## src/rtl/mem_ctrl.sv

```systemverilog
// Byte-serial memory controller: serves word fetches and 1/2/4-byte load/stores over an 8-bit RAM/IO bus.
// Build option: define IO_STALL_EN to stall IO-region writes while the UART TX buffer reports full.
module mem_ctrl #(
    parameter int          ADDR_W     = 32,
    parameter logic [1:0]  IO_BASE_HI = 2'b11
) (
    input  logic              clk,
    input  logic              rst,
    input  logic              rdy,
    input  logic [ADDR_W-1:0] if_addr,
    input  logic              if_req,
    output logic [31:0]       if_data,
    output logic              if_done,
    input  logic              ls_req,
    input  logic              ls_wr,
    input  logic [1:0]        ls_size,
    input  logic [ADDR_W-1:0] ls_addr,
    input  logic [31:0]       ls_wdata,
    output logic [31:0]       ls_rdata,
    output logic              ls_done,
    input  logic [7:0]        mem_din,
    output logic [7:0]        mem_dout,
    output logic [ADDR_W-1:0] mem_a,
    output logic              mem_wr,
    input  logic              io_buffer_full
);

    typedef enum logic [1:0] {IDLE, READ, WRITE, DONE} state_t;

    state_t            state_q, state_d;
    logic [2:0]        cnt_q, cnt_d;
    logic [1:0]        last_q, last_d;
    logic              is_ls_q, is_ls_d;
    logic [ADDR_W-1:0] mem_a_q, mem_a_d;
    logic [7:0]        mem_dout_q, mem_dout_d;
    logic [31:0]       wdata_q, wdata_d;
    logic [31:0]       buf_q, buf_d;
    logic [31:0]       if_data_q, if_data_d;
    logic [31:0]       ls_rdata_q, ls_rdata_d;

    // The RAM keeps answering while rdy is low, so the byte that was in flight
    // when the freeze began is parked here and consumed on the first live cycle.
    logic              stall_q;
    logic [7:0]        shadow_q;

    logic [31:0]       buf_nx;
    logic [7:0]        byte_in;
    logic              io_stall;

`ifdef IO_STALL_EN
    logic              io_full_q;
`else
    logic              unused_io;
    assign unused_io = io_buffer_full;
`endif

    always_ff @(posedge clk) begin
        if (rst) begin
            state_q    <= IDLE;
            cnt_q      <= 3'd0;
            last_q     <= 2'd0;
            is_ls_q    <= 1'b0;
            mem_a_q    <= '0;
            mem_dout_q <= 8'd0;
            wdata_q    <= 32'd0;
            buf_q      <= 32'd0;
            if_data_q  <= 32'd0;
            ls_rdata_q <= 32'd0;
            stall_q    <= 1'b0;
            shadow_q   <= 8'd0;
`ifdef IO_STALL_EN
            io_full_q  <= 1'b0;
`endif
        end else begin
            stall_q <= !rdy;
            if (!rdy && !stall_q) begin
                shadow_q <= mem_din;
            end
            if (rdy) begin
                state_q    <= state_d;
                cnt_q      <= cnt_d;
                last_q     <= last_d;
                is_ls_q    <= is_ls_d;
                mem_a_q    <= mem_a_d;
                mem_dout_q <= mem_dout_d;
                wdata_q    <= wdata_d;
                buf_q      <= buf_d;
                if_data_q  <= if_data_d;
                ls_rdata_q <= ls_rdata_d;
`ifdef IO_STALL_EN
                io_full_q  <= io_buffer_full;
`endif
            end
        end
    end

    always_comb begin
        state_d    = state_q;
        cnt_d      = cnt_q;
        last_d     = last_q;
        is_ls_d    = is_ls_q;
        mem_a_d    = mem_a_q;
        mem_dout_d = mem_dout_q;
        wdata_d    = wdata_q;
        buf_d      = buf_q;
        if_data_d  = if_data_q;
        ls_rdata_d = ls_rdata_q;
        buf_nx     = buf_q;
        byte_in    = stall_q ? shadow_q : mem_din;
        mem_wr     = 1'b0;
        if_done    = 1'b0;
        ls_done    = 1'b0;
        io_stall   = 1'b0;
`ifdef IO_STALL_EN
        io_stall   = io_full_q && (mem_a_q[17:16] == IO_BASE_HI);
`endif

        case (state_q)
            IDLE: begin
                cnt_d = 3'd0;
                if (ls_req) begin
                    is_ls_d    = 1'b1;
                    last_d     = (ls_size == 2'd0) ? 2'd0 : (ls_size == 2'd1) ? 2'd1 : 2'd3;
                    mem_a_d    = ls_addr;
                    wdata_d    = ls_wdata;
                    mem_dout_d = ls_wdata[7:0];
                    buf_d      = 32'd0;
                    state_d    = ls_wr ? WRITE : READ;
                end else if (if_req) begin
                    is_ls_d = 1'b0;
                    last_d  = 2'd3;
                    mem_a_d = if_addr;
                    buf_d   = 32'd0;
                    state_d = READ;
                end
            end

            READ: begin
                // Byte k returns one cycle after its address, i.e. while cnt_q == k+1.
                if (cnt_q != 3'd0) begin
                    buf_nx[{cnt_q[1:0] - 2'd1, 3'b000} +: 8] = byte_in;
                end
                buf_d = buf_nx;
                if (cnt_q == {1'b0, last_q} + 3'd1) begin
                    state_d = DONE;
                    if (is_ls_q) begin
                        ls_rdata_d = buf_nx;
                    end else begin
                        if_data_d = buf_nx;
                    end
                end else begin
                    cnt_d = cnt_q + 3'd1;
                    if (cnt_q < {1'b0, last_q}) begin
                        mem_a_d = mem_a_q + ADDR_W'(1);
                    end
                end
            end

            WRITE: begin
                mem_wr = rdy && !io_stall;
                if (!io_stall) begin
                    if (cnt_q == {1'b0, last_q}) begin
                        state_d = DONE;
                    end else begin
                        cnt_d      = cnt_q + 3'd1;
                        mem_a_d    = mem_a_q + ADDR_W'(1);
                        mem_dout_d = wdata_q[{cnt_q[1:0] + 2'd1, 3'b000} +: 8];
                    end
                end
            end

            DONE: begin
                if_done = rdy && !is_ls_q;
                ls_done = rdy && is_ls_q;
                cnt_d   = 3'd0;
                state_d = IDLE;
            end

            default: begin
                state_d = IDLE;
            end
        endcase
    end

    assign if_data  = if_data_q;
    assign ls_rdata = ls_rdata_q;
    assign mem_a    = mem_a_q;
    assign mem_dout = mem_dout_q;

endmodule

```

## config.mk

```make
export PLATFORM = sky130hd
export DESIGN_NAME = mem_ctrl
export DESIGN_NICKNAME = d
export VERILOG_FILES = /design/src/rtl/mem_ctrl.sv
export SDC_FILE = /design/constraint.sdc
export NUM_CORES = 1
export LEC_CHECK = 0
export CAP_MARGIN = 20
export CORE_MARGIN = 5
export CORE_UTILIZATION = 29
export DETAILED_ROUTE_END_ITERATION = 8
export SLEW_MARGIN = 20
export SYNTH_ARGS = -nofsm -noshare
export SYNTH_HDL_FRONTEND = slang
export SYNTH_SLANG_ARGS = --single-unit
```

## constraint.sdc

```tcl
create_clock -name clk -period 3.3 [get_ports clk]
set_clock_uncertainty 0.2 [all_clocks]
set_input_delay 0.66 -clock clk [delete_from_list [all_inputs] [get_ports clk]]
set_output_delay 0.66 -clock clk [all_outputs]
set_load 0.03 [all_outputs]
```

Yosys cells after proc, flatten, opt, wreduce, memory -nomap -nowiden:

Index checks and enable logic that the tools add are counted.

* memories: 0
* bits in latches: 0
* output and inout port bits: 107
* bits in writable memories: 0
* memory bits (read-only): 0
* logic and storage cells: 92
* register bits after elaboration: 185
* input port bits: 113

* bitwise logic cells: 1
* muxes and demuxes: 33
* order comparisons: 1
* div/mod/pow operators: 0
* add/subtract/negate cells: 6
* shift-type cells: 3
* reductions and logical operators: 23
* $mul: 0
* equality and inequality tests: 13

Operator list (number)
* $mux 32: 8
* $pmux 32 s3: 1
* $pmux 32 s2: 1
* $add 32x1->32 const B: 1
* $bwmux 32: 1
* $shift 8x7->32 const A: 1
* $shiftx 32x6->8: 1
* $shiftx 8x7->32: 1
* $mux 8: 3
* $mux 2: 9
* $pmux 8 s2: 1
* $reduce_and 4->1: 4
* $ne 2x2->1 const B: 6
* $reduce_and 3->1: 4
* $pmux 3 s3: 1
* $pmux 2 s4: 1
* $neg 5->7: 1
* $mux 3: 2
* $reduce_and 6->1: 1
* $reduce_bool 2->1: 3
* $reduce_bool 3->1: 2
* $mux 1: 5
* $eq 2x1->1 const B: 2
* $eq 2x2->1 const B: 2
* other kinds (13): 18

Logic depth before layout (Yosys ltp):

Gate-level depths: netlist of the first run.

* word-level depth: 6
* mapped depth: 9
* gate-level depth less buffers: 7

Least setup slack after synthesis of the first run:

No wires, ideal clock.

* path type: input port to output port
* start: input port rdy
* end: output port if_done
* required time: 2.440 ns
* buffers on the path: 2
* setup slack: 0.815 ns
* stages on the path: 4
* data arrival time: 1.625 ns
* path through: clkbuf_1 > clkbuf_1 > nand2_1 > nor2_1

* cells in the longest elaborated chain, start to end: 2

RTL lines
* from (decl): line 9 `input logic rdy,`
* $logic_and 1x1->1: line 173 `if_done = rdy && !is_ls_q;`
* $mux 1: line 118 `case (state_q)`
* to (decl): line 13 `output logic if_done,`

Every way passes these cells.

Worst setup path in the final report of the first run:

* start: register cnt_q[1]
* end: register mem_a_q[0] (netlist: mem_a[0])

* cells in the longest elaborated chain, start to end: 3
* elaborated cells on any way between the ends: 7
* classes of those cells: 1 x order compare; 5 x eq/ne; 1 x reduce/logical

RTL lines
* from (decl): line 31 `logic [2:0] cnt_q, cnt_d;`
* from (signal assigned): line 81 `cnt_q <= cnt_d;`
* $lt 3x2->1, or another cell as far along: line 153 `if (cnt_q < {1'b0, last_q}) begin`
* $ne 2x2->1 (no line)
* $reduce_and 6->1 (no line) (*)
* to (signal assigned): line 84 `mem_a_q <= mem_a_d;`
* to (decl): line 34 `logic [ADDR_W-1:0] mem_a_q, mem_a_d;`

Mark *: on every way between the ends. The rest lies on a longest branch, timed or not.
A chain may end at the register's enable or synchronous reset.

==> results by group, run 1 <==
Pwr
  • Max VDD drop: roughly 0.34 mV
  • Leak: about 4 nW
  • Pwr/cell area: between 500 and 600 mW/mm^2

Clock tree
  • CTS tree: yes
  • Clock buffer depth: 2
  • Post-CTS resize count: 0
  • TritonCTS Buffers: 17
  • Htree depth: 4
  • CTS Sinks: 185
  • Clock slew at the register clock pins of the worst setup and hold paths: 80 ps
  • Latest clock arrival within the worst-skew pair: 430 ps
  • Root Driver: clkbuf_16
  • # hold bufs at CTS: 0
  • Setup Fix Bufs, Post-CTS: 0

Routing
  • Iter 0 DRT Violations: 564
  • DRC: 0
  • Routed length per instance: around 17 um
  • Pre-antenna DRT Iters: 5
  • Drt total wl: 28.29 mm
  • Vias: 8588
  • Vias per Instance: about 5.1
  • Number of antenna-violating nets in the routed design: 0

Cells and area
  • Commonest non-fill, non-tap cell in the layout: clkdlybuf4s50_1
  • Filler Cells Inserted: ~3000
  • Layout net count: 1389
  • Layout area overhead: 35.97%
  • Post-route insts no fill: 1671
  • Layout cells sized above 1: slightly above 7%
  • Highest-count cells in the layout ignoring fill and taps: 213 x clkdlybuf4s50_1, 185 x dfxtp_1, 135 x nand2_1, 135 x nor2_1, 106 x a21oi_1

Worst setup path
  • Worst reg-to-reg setup slack: 470 ps
  • WS Path Type: flip-flop to flip-flop
  • CP max stage delay: 630 ps
  • Startpoint Class: flip-flop
  • CP endpoint kind: flip-flop
  • Worst EP required: approximately 3500 ps
  • CP delay by family, top: simple AND/OR/NAND/NOR gates
  • CP Buf/Inv Count: 0
  • CP Max Fanout: 17
  • CP max-delay cell: or3_1
  • Critical path arrival: ~3000 ps
  • Worst-path cell chain: ha_1 -> nor2b_1 -> o31a_1 -> or3_1 -> or4_1 -> a31oi_1

STA
  • Peak Freq: 353.2 MHz
  • Final hold violations: 0
  • Post-layout minimum cycle time: 2832 ps
  • Final Setup Violations: 0
  • Slew Viols, Final: 0
  • Worst-margin pin slew: between 800 and 900 ps
  • Period utilisation layout: roughly 86%
  • Worst hold slack: 253.8 ps
  • Final setup TNS: 0 ps
  • Relative slew slack: between 40 and 50%
  • RSZ-0062 raised after global routing: false

Floorplan
  • Die area: between 0.03 and 0.04 mm^2
  • Ports: 220
  • Core Area: approximately 0.031 mm^2
  • Number of core rows: 64
  • Initial Util: 29.23%
  • Chip height: approximately 190 um
  • Die width: 185.4 um

GRT
  • M1 GR Usage: 21.48%
  • Met2 Resource Use GR: 25.72%
  • GRT Total Usage: 15.95%
  • Most Crowded Layer GR: met2
  • Vias in the first global route: slightly above 8000
  • Grt met3 use: 3.967%
  • Largest net degree at the start of global routing: 119
  • Grt total ovfl: 0
  • First-pass GRT wire length: about 45 mm
  • Initial antenna violation count: 5

Yosys
  • Ys Warns: 0
  • Synthesized flop and latch total: 185
  • Post-synth net total: 1218
  • Synth Instances: 1090
  • Yosys top cell by area: dfxtp_1
  • Synth async-reset ratio: 0%
  • Post-synth EDFFs: 0
  • Area of the mapped netlist: 0.008919 mm^2
  • Cell variety after synth: 56
  • Portion of the post-synthesis area used by sequential elements: 41.53%
  • Top cells by area, synth: dfxtp_1 42%, a21oi_1 5.9%, a211oi_1 5.8%
  • Synthesized area per cell: approximately 8.2 um^2
  • Top-area cell type share of the netlist area: 41.53%
  • Top_reg_cell synth: dfxtp_1

Worst hold path
  • Hold Path Class: flip-flop to flip-flop

Placement
  • Post-detail-place hpwl: 19.67 mm
  • IO buf count: 218
  • Routability congestion estimate from global placement: 0.8071
  • Placed Instances: 1638

Run status
  • Status: completed

Job
  • Max-cap violations: 0
registers in the layout, indices dropped and copies added (netlist names):
| name | cells |
|---|---|
| buf_q | 32 |
| cnt_q | 3 |
| if_data | 32 |
| is_ls_q | 1 |
| last_q | 2 |
| ls_rdata | 32 |
| mem_a | 32 |
| mem_dout | 8 |
| shadow_q | 8 |
| stall_q | 1 |
| state_q | 2 |
| wdata_q | 32 |
cell usage after synthesis, drive strengths merged (4+ instances only):
library cell	number
a22o	8
nor2	135
a22oi	16
buf	25
nand4b	4
clkbuf	64
o2bb2ai	8
a211oi	69
a31oi	21
o21ai	26
mux4	8
dfxtp	185
and3	4
mux2i	34
mux2	14
o31ai	18
nand2	135
ha	15
o31a	6
nor4	9
and4	8
nand2b	20
o32ai	6
a21oi	106
nand3	51
nand4	10
inv	17
nor3	25
path summary, 6_finish.rpt:
kind / start / to / cells after the start
max: cnt_q[1] / mem_a[0] / 6
min reg2reg: wdata_q[11] / wdata_q[11] / 2
min: wdata_q[11] / wdata_q[11] / 2
max reg2reg: cnt_q[1] / mem_a[0] / 6
area by class of cell:
type	instances	area, um^2	share of cell area (%)
multi-input cells	798	4793	39.53
clock buffers	17	425.4	3.508
diodes	1	2.502	0.02064
well taps	396	495.5	4.086
inverters	18	67.56	0.5572
clock inverters	15	224.0	1.847
flip-flops and latches	185	3704	30.54
repair buffers	241	2415	19.91
metal layers:
metal	part of all wire (%)	up-vias
li1	-	4299
met1	45	4012
met2	47	232
met3	6.3	37
met4	1.3	8
met5	0.17	-
cells by family (layout without fill, tap and decap cells):
logic type,Yosys count,after routing,synth area share [%]
multiplexers,56,56,7.604
buffers and inverters,107,291,4.798
AND/OR/NAND/NOR,419,419,21.32
AO/OA/AOI/OAI,306,306,22.45
adder cells (fa/ha/maj),15,15,2.104
XOR/XNOR,2,2,0.1964
other,0,1,0
flip-flops,185,185,41.53
through the flow:
step	util [%]	worst slack, ps	cell area, um^2	power [mW]
after global routing	39.75	369.2	12130	6.643
after detailed placement	37.61	306.4	11470	4.171
final	39.75	468.4	12130	6.313
after floorplan	-	814.9	8919	3.527
after global placement	37.61	330.0	11470	4.146
after CTS	39.74	454.1	12120	6.398
worst reg2reg max path, cell delays in order (launching register included):
cell	delay (ps)
dfxtp_1	540
ha_1	320
nor2b_1	150
o31a_1	270
or3_1	630
or4_1	490
a31oi_1	160
power by group:
part	total [mW]	switching (mW)	internal [mW]
clock network	2.20	1.13	1.07
logic	1.59	0.940	0.645
registers	2.52	0.153	2.37
total	6.31	2.22	4.09
No activity file was read; power rests on OpenSTA's default activity.
==> inputs of run 2 (changes only) <==
--- a/config.mk
+++ b/config.mk
@@ -8,6 +8,7 @@
 export CAP_MARGIN = 20
 export CORE_MARGIN = 5
 export CORE_UTILIZATION = 29
+export CTS_CLUSTER_SIZE = 14
 export DETAILED_ROUTE_END_ITERATION = 8
 export SLEW_MARGIN = 20
 export SYNTH_ARGS = -nofsm -noshare
==> results of run 2 <==
Same layout as run 1: the final DEF is identical, and so are final timing and power.
